<file path="config.mk">
export PLATFORM = sky130hd
export DESIGN_NAME = mc_mem_unit
export DESIGN_NICKNAME = d
export VERILOG_FILES = /design/src/rtl/mc_mem_pkg.sv /design/src/rtl/mc_mem_array.sv /design/src/rtl/mc_mem_unit.sv
export SDC_FILE = /design/constraint.sdc
export NUM_CORES = 2
export LEC_CHECK = 0
export CAP_MARGIN = 20
export CORE_AREA = 8 8 544 680
export DETAILED_ROUTE_END_ITERATION = 8
export DIE_AREA = 0 0 552 688
export PLACE_DENSITY = 0.42
export SLEW_MARGIN = 5
export SYNTH_ARGS = -nofsm -noshare
export SYNTH_HDL_FRONTEND = slang
export SYNTH_SLANG_ARGS = --single-unit
</file>
<file path="constraint.sdc">
create_clock -name clk -period 3.6 [get_ports clk]
set_input_delay 0.72 -clock clk [delete_from_list [all_inputs] [get_ports clk]]
set_output_delay 0.72 -clock clk [all_outputs]
set_load 0.05 [all_outputs]
</file>
<file path="src/rtl/mc_mem_pkg.sv">
// Shared encodings and helpers for the multicycle MIPS memory unit.
package mc_mem_pkg;

    localparam logic [1:0] SZ_BYTE = 2'b00;
    localparam logic [1:0] SZ_HALF = 2'b01;
    localparam logic [1:0] SZ_WORD = 2'b10;

    typedef logic [1:0] mem_state_t;
    localparam mem_state_t ST_IDLE   = 2'b00;
    localparam mem_state_t ST_WAIT   = 2'b01;
    localparam mem_state_t ST_ACCESS = 2'b10;

    function automatic logic addr_aligned(input logic [1:0] size, input logic [1:0] lo);
        logic ok;
        case (size)
            SZ_BYTE: ok = 1'b1;
            SZ_HALF: ok = ~lo[0];
            default: ok = (lo == 2'b00);
        endcase
        return ok;
    endfunction

    // raw holds the selected lane right-justified; the reserved size behaves as word
    function automatic logic [31:0] extend_load(input logic [1:0] size, input logic sgn,
                                                input logic [31:0] raw);
        logic [31:0] ext;
        case (size)
            SZ_BYTE: ext = {{24{sgn & raw[7]}}, raw[7:0]};
            SZ_HALF: ext = {{16{sgn & raw[15]}}, raw[15:0]};
            default: ext = raw;
        endcase
        return ext;
    endfunction

endpackage

</file>
<file path="src/rtl/mc_mem_array.sv">
// Big-endian byte array: synchronous byte/half/word write, combinational aligned word read.
module mc_mem_array
    import mc_mem_pkg::*;
#(
    parameter int DEPTH_BYTES = 256,
    localparam int AW = $clog2(DEPTH_BYTES)
) (
    input  logic          clk,
    input  logic          we,
    input  logic [1:0]    size,
    input  logic [AW-1:0] waddr,
    input  logic [31:0]   wdata,
    input  logic [AW-1:0] raddr,
    output logic [31:0]   rdata
);

    logic [7:0] mem [DEPTH_BYTES];

    // Write addresses arrive already aligned, so lane offsets are plain bit substitutions
    always_ff @(posedge clk) begin
        if (we) begin
            case (size)
                SZ_BYTE: mem[waddr] <= wdata[7:0];
                SZ_HALF: begin
                    mem[{waddr[AW-1:1], 1'b0}] <= wdata[15:8];
                    mem[{waddr[AW-1:1], 1'b1}] <= wdata[7:0];
                end
                default: begin
                    mem[{waddr[AW-1:2], 2'b00}] <= wdata[31:24];
                    mem[{waddr[AW-1:2], 2'b01}] <= wdata[23:16];
                    mem[{waddr[AW-1:2], 2'b10}] <= wdata[15:8];
                    mem[{waddr[AW-1:2], 2'b11}] <= wdata[7:0];
                end
            endcase
        end
    end

    // Word read at the enclosing aligned address, most significant byte first
    always_comb begin
        rdata = {mem[{raddr[AW-1:2], 2'b00}], mem[{raddr[AW-1:2], 2'b01}],
                 mem[{raddr[AW-1:2], 2'b10}], mem[{raddr[AW-1:2], 2'b11}]};
    end

endmodule

</file>
<file path="src/rtl/mc_mem_unit.sv">
// Unified I/D memory unit with PC/IR/MDR, wait states and req/done handshake.
// Build option: define MISALIGN_TRAP_EN to report and suppress misaligned accesses.
module mc_mem_unit
    import mc_mem_pkg::*;
#(
    parameter int          DEPTH_BYTES = 256,
    parameter int          WAIT_CYCLES = 2,
    parameter logic [31:0] RESET_PC    = 32'h0000_0000
) (
    input  logic        clk,
    input  logic        rst_n,
    input  logic        mem_req,
    input  logic        mem_we,
    input  logic [1:0]  mem_size,
    input  logic        mem_signed,
    input  logic        iord,
    input  logic        ir_we,
    input  logic [31:0] alu_out,
    input  logic [31:0] wdata,
    input  logic        pc_we,
    input  logic [31:0] pc_next,
    output logic        mem_busy,
    output logic        mem_done,
    output logic        misalign,
    output logic [31:0] ir,
    output logic [31:0] mdr,
    output logic [31:0] pc
);

    localparam int         AW        = $clog2(DEPTH_BYTES);
    localparam logic [3:0] WAIT_LOAD = 4'(WAIT_CYCLES - 1);

    mem_state_t    state_r, state_nx_s;
    logic [3:0]    cnt_r, cnt_nx_s;
    logic [AW-1:0] addr_r, eff_addr_s;
    logic          we_r, sgn_r, irwe_r;
    logic [1:0]    size_r;
    logic [31:0]   wdata_r, pc_r, ir_r, mdr_r, rdata_s, lane_s, addr_in_s;
    logic          busy_r, done_r, mis_r, aligned_s, chk_aligned_s, do_access_s;

    assign addr_in_s = iord ? alu_out : pc_r;

    // Effective address and alignment of the captured access; also check the
    // request being captured so the misalign pulse can line up with mem_done
    always_comb begin
        eff_addr_s = addr_r;
`ifdef MISALIGN_TRAP_EN
        aligned_s     = addr_aligned(size_r, addr_r[1:0]);
        chk_aligned_s = (state_r == ST_IDLE) ? addr_aligned(mem_size, addr_in_s[1:0]) : aligned_s;
`else
        aligned_s     = 1'b1;
        chk_aligned_s = 1'b1;
        case (size_r)
            SZ_BYTE: eff_addr_s = addr_r;
            SZ_HALF: eff_addr_s[0] = 1'b0;
            default: eff_addr_s[1:0] = 2'b00;
        endcase
`endif
    end

    mc_mem_array #(.DEPTH_BYTES(DEPTH_BYTES)) u_array (
        .clk   (clk),
        .we    (do_access_s & we_r),
        .size  (size_r),
        .waddr (eff_addr_s),
        .wdata (wdata_r),
        .raddr (eff_addr_s),
        .rdata (rdata_s)
    );

    // Right-justify the addressed byte/half lane of the read word
    always_comb begin
        lane_s = 32'h0000_0000;
        case (size_r)
            SZ_BYTE: begin
                case (eff_addr_s[1:0])
                    2'b00:   lane_s = {24'h00_0000, rdata_s[31:24]};
                    2'b01:   lane_s = {24'h00_0000, rdata_s[23:16]};
                    2'b10:   lane_s = {24'h00_0000, rdata_s[15:8]};
                    default: lane_s = {24'h00_0000, rdata_s[7:0]};
                endcase
            end
            SZ_HALF: lane_s = eff_addr_s[1] ? {16'h0000, rdata_s[15:0]} : {16'h0000, rdata_s[31:16]};
            default: lane_s = rdata_s;
        endcase
    end

    // Next-state and wait counter
    always_comb begin
        state_nx_s = state_r;
        cnt_nx_s   = cnt_r;
        case (state_r)
            ST_IDLE: begin
                if (mem_req) begin
                    if (WAIT_CYCLES > 0) begin
                        state_nx_s = ST_WAIT;
                        cnt_nx_s   = WAIT_LOAD;
                    end else begin
                        state_nx_s = ST_ACCESS;
                    end
                end else begin
                    state_nx_s = ST_IDLE;
                end
            end
            ST_WAIT: begin
                if (cnt_r == 4'd0) begin
                    state_nx_s = ST_ACCESS;
                end else begin
                    cnt_nx_s = cnt_r - 4'd1;
                end
            end
            ST_ACCESS: state_nx_s = ST_IDLE;
            default:   state_nx_s = ST_IDLE;
        endcase
    end

    assign do_access_s = (state_r == ST_ACCESS) & aligned_s;

    // FSM, handshake flags and request capture
    always_ff @(posedge clk or negedge rst_n) begin
        if (!rst_n) begin
            state_r <= ST_IDLE;
            cnt_r   <= 4'd0;
            busy_r  <= 1'b0;
            done_r  <= 1'b0;
            mis_r   <= 1'b0;
            addr_r  <= '0;
            we_r    <= 1'b0;
            size_r  <= SZ_BYTE;
            sgn_r   <= 1'b0;
            irwe_r  <= 1'b0;
            wdata_r <= 32'h0000_0000;
        end else begin
            state_r <= state_nx_s;
            cnt_r   <= cnt_nx_s;
            busy_r  <= (state_nx_s != ST_IDLE);
            done_r  <= (state_nx_s == ST_ACCESS);
            mis_r   <= (state_nx_s == ST_ACCESS) & ~chk_aligned_s;
            if ((state_r == ST_IDLE) && mem_req) begin
                addr_r  <= addr_in_s[AW-1:0];
                we_r    <= mem_we;
                size_r  <= mem_size;
                sgn_r   <= mem_signed;
                irwe_r  <= ir_we;
                wdata_r <= wdata;
            end
        end
    end

    // Architectural registers; PC updates are independent of the FSM
    always_ff @(posedge clk or negedge rst_n) begin
        if (!rst_n) begin
            pc_r  <= RESET_PC;
            ir_r  <= 32'h0000_0000;
            mdr_r <= 32'h0000_0000;
        end else begin
            if (pc_we) begin
                pc_r <= pc_next;
            end
            if (do_access_s && !we_r) begin
                mdr_r <= extend_load(size_r, sgn_r, lane_s);
                if (irwe_r) begin
                    ir_r <= rdata_s;
                end
            end
        end
    end

    assign mem_busy = busy_r;
    assign mem_done = done_r;
    assign misalign = mis_r;
    assign ir       = ir_r;
    assign mdr      = mdr_r;
    assign pc       = pc_r;

endmodule

</file>
==> results.py <==
metrics = {
    "outcome": {
        "status": "finished, violations left",
        "failed_checks": "negative setup slack",
    },
    "power_and_ir_drop": {
        "switching_share": 0.4131,
        "p_per_area_nw_per_um2": 850.9,
        "p_comb_frac": 0.465,
        "p_int_mw": 67.33,
        "seqPwrFrac": 0.315,
        "power.total_mw": 114.7,
        "power_frac_clock": 0.221,
        "peakVddDrop_mv": 0.6188,
        "p_leak_nw": 44.40,
        "switching_power_mw": 47.40,
    },
    "clock_network": {
        "clockBufferDepth": 4,
        "cts_made_buffers": 241,
        "clock-sinks": 2197,
        "clkSlewWorstSetupHoldPaths_ns": 0.06,
        "htreeDepth": 4,
        "clock_latency_ns": 0.95,
        "cts_tree": "done",
        "cts-root-buf": "clkbuf_16",
    },
    "drt": {
        "num_vias": 75440,
        "viasPerCell": 5.611,
        "routedWlPerCell_um": 36.11,
        "final_antenna_net_count": 0,
        "drt-initial-drc-count": 7826,
        "drc": 0,
        "wirelength_mm": 485.5,
        "drt_pass1_iterations": 6,
    },
    "worst_setup_path": {
        "cp-end-kind": "flop",
        "worstPathRequired_ns": 4.42,
        "arrival_ns": 4.49,
        "critPathLaunchType": "flop",
        "crit_fanout": 16,
        "critPathKind": "flop to flop",
    },
    "floorplanning": {
        "dieArea_um2": 379800,
        "die_w_um": 552,
        "placeableCoreArea_um2": 359700,
        "placementRows": 247,
        "fp.dieH_um": 688,
        "pin_count": 205,
        "start_util": 0.3083,
    },
    "timing": {
        "slew_violations": 0,
        "timing.final.crit_share": 1.020,
        "finalClockSkew_ns": 0.1048,
        "rsz0062_at_grt": "yes",
        "worstMarginPinSlew_ns": 1.149,
        "fmax_ghz": 0.2723,
        "fin_crit_ns": 3.672,
        "fin_ws_ns": -0.07176,
        "finalSetupViolCount": 3,
        "hold_viol": 0,
        "relSlewSlack": 0.2343,
    },
    "finish": {
        "final_core_util": 0.3748,
        "area_growth_pct": 21.57,
        "nets": 8616,
        "layout-drive-gt1-share": 0.3840,
        "final_common_cell": "edfxtp_1",
        "mostFrequentLayoutCells": "2,048 x edfxtp_1, 1,081 x mux2_2, 990 x buf_4",
        "nFillCells": 34180,
        "final_area_um2": 134800,
    },
    "synth": {
        "syn-mean-instance-area_um2": 14.33,
        "synth-main-ff-cell": "edfxtp_1",
        "async_reset_ff_frac": 0.06782,
        "yosys_warnings": 0,
        "ys_types": 80,
        "syn_inst": 7737,
        "synth-seq-area-share": 0.5882,
        "ys_ff_latch": 2197,
        "netlist_area_um2": 110900,
        "synth-edff-count": 2048,
        "syn-num-nets": 7845,
    },
    "global_route": {
        "grt.total_usage": 0.2462,
        "grt_overflow": 0,
        "antenna_found_initial": 30,
        "grt_pass1_wl_mm": 658.6,
        "grt_pass1_vias": 74930,
        "grt_max_degree": 110,
    },
    "flow_run": {
        "drv_cap": 0,
    },
    "place": {
        "post-dp-hpwl_mm": 327.4,
        "place_area_um2": 125800,
        "port_buffers": 179,
        "gp_congestion": 0.9000,
    },
    "min_path": {
        "hold_class": "input pin to async pin",
    },
}
==> metal layers <==
layer | part of all wire | GRT usage | wire [µm]
met5 | 0.00022 | 0 | 105
met4 | 0.057 | 0.1189 | 27680
met1 | 0.40 | 0.3117 | 194900
met3 | 0.064 | 0.03964 | 31010
met2 | 0.48 | 0.4119 | 231900
==> critical path, stage by stage, from the launching register on <==
cell	delay, ns
dfrtp_4	0.54
buf_16	0.23
buf_12	0.14
buf_6	0.18
buf_6	0.26
mux4_2	0.54
o211ai_1	0.37
a31oi_1	0.21
nor3_4	0.42
buf_6	0.19
o22ai_1	0.08
o32a_1	0.33
==> logic make-up after synthesis <==
group,synth area share
adder cells (fa/ha/maj),0.0002256
AO/OA/AOI/OAI,0.06335
flip-flops,0.5882
other,0.00003381
multiplexers,0.2644
AND/OR/NAND/NOR,0.04885
buffers and inverters,0.03479
XOR/XNOR,0.0001580
==> sequential cells by signal, indices dropped and copies added, names as in the netlist <==
signal	flops
u_array.mem	2048
mem_busy	1
state_r	2
irwe_r	1
addr_r	8
cnt_r	4
pc	32
we_r	1
ir	32
mdr	32
sgn_r	1
mem_done	1
wdata_r	32
size_r	2
==> synth_stat cells, types with 9 or more instances <==
cell	count	area, µm²
edfxtp_1	2048	61500
mux2_2	1081	12170
nand2_1	797	2992
o21ai_0	700	3503
mux2i_1	652	6526
clkbuf_1	609	2286
mux4_2	459	10340
nor2_1	254	953.4
o22ai_1	151	944.7
dfrtp_1	149	3729
a22oi_1	138	1036
buf_2	115	575.6
a21oi_1	100	500.5
nor2_2	47	294.0
buf_6	42	473.0
nand3_1	39	195.2
buf_1	35	131.4
buf_4	34	255.2
nor3_1	21	105.1
a221oi_1	17	148.9
a22o_1	14	122.6
nand2b_1	14	87.58
nor2b_1	13	81.33
o211ai_1	12	90.09
mux4_1	11	289.0
a31oi_1	10	62.56
inv_1	9	33.78
==> path summary, 6_finish.rpt <==
| kind | start | to | slack [ns] | cells after the start |
|---|---|---|---|---|
| worst max-delay path | addr_r[3]$_DFFE_PN0P_ | mdr[13]$_DFFE_PN0P_ | -0.07 | 11 |
| worst min-delay path | rst_n | wdata_r[26]$_DFFE_PN0P_ | 0.33 | 2 |
| worst max register to register | addr_r[3]$_DFFE_PN0P_ | mdr[13]$_DFFE_PN0P_ | -0.07 | 11 |
| worst min register to register | ir[1]$_DFFE_PN0P_ | ir[1]$_DFFE_PN0P_ | 0.48 | 2 |
| max in group asynchronous | rst_n | wdata_r[1]$_DFFE_PN0P_ | 2.23 | 3 |
| min in group clk | mem_size[1] | size_r[1]$_DFFE_PN0P_ | 0.37 | 3 |
==> final cells by class <==
type / instances / area (µm²) / area share
clock inverters: 132 / 1272 / 0.009438
diodes: 13 / 32.53 / 0.0002413
well taps: 4731 / 5919 / 0.04390
clock buffers: 305 / 6487 / 0.04812
inverters: 10 / 40.04 / 0.0002970
multi-input cells: 4690 / 42470 / 0.3150
flip-flops and latches: 2197 / 65350 / 0.4847
repair buffers: 1368 / 13250 / 0.09829
==> power by group through the flow <==
stage / Clock [mW] / Sequential, mW / Combinational, mW
finish: 25.3 / 36.1 / 53.3
global route: 26.7 / 36.1 / 55.0
CTS: 25.8 / 36.0 / 52.2
detailed placement: 0 / 36.6 / 51.1
global placement: 0 / 36.6 / 50.4
floorplan: 0 / 34.6 / 25.8
==> what timing repair did <==
action                                  in CTS  in global routing
gates resized for setup                     65                 42
cloned                                       6                  2
setup buffers                               13                 40
endpoints found under the setup margin      61                 59
endpoints found under the hold margin       67                  0
hold buffers                                 1                  0
pin swaps                                    9                 16
==> metrics by stage <==
stage / cells / hold slack, ns / setup slack, ns / TNS (ns)
after global routing: 13440 / 0.3253 / -0.008759 / -0.01027
after CTS: 13390 / 0.2909 / -0.02401 / -0.04031
after floorplan: 7737 / 0.4244 / 0.4075 / 0
after detailed placement: 12940 / 0.4714 / -0.8892 / -14.68
final: 13450 / 0.3277 / -0.07176 / -0.1417
after global placement: 12930 / 0.4670 / -1.012 / -16.56
(Power assumes the default switching activity.)
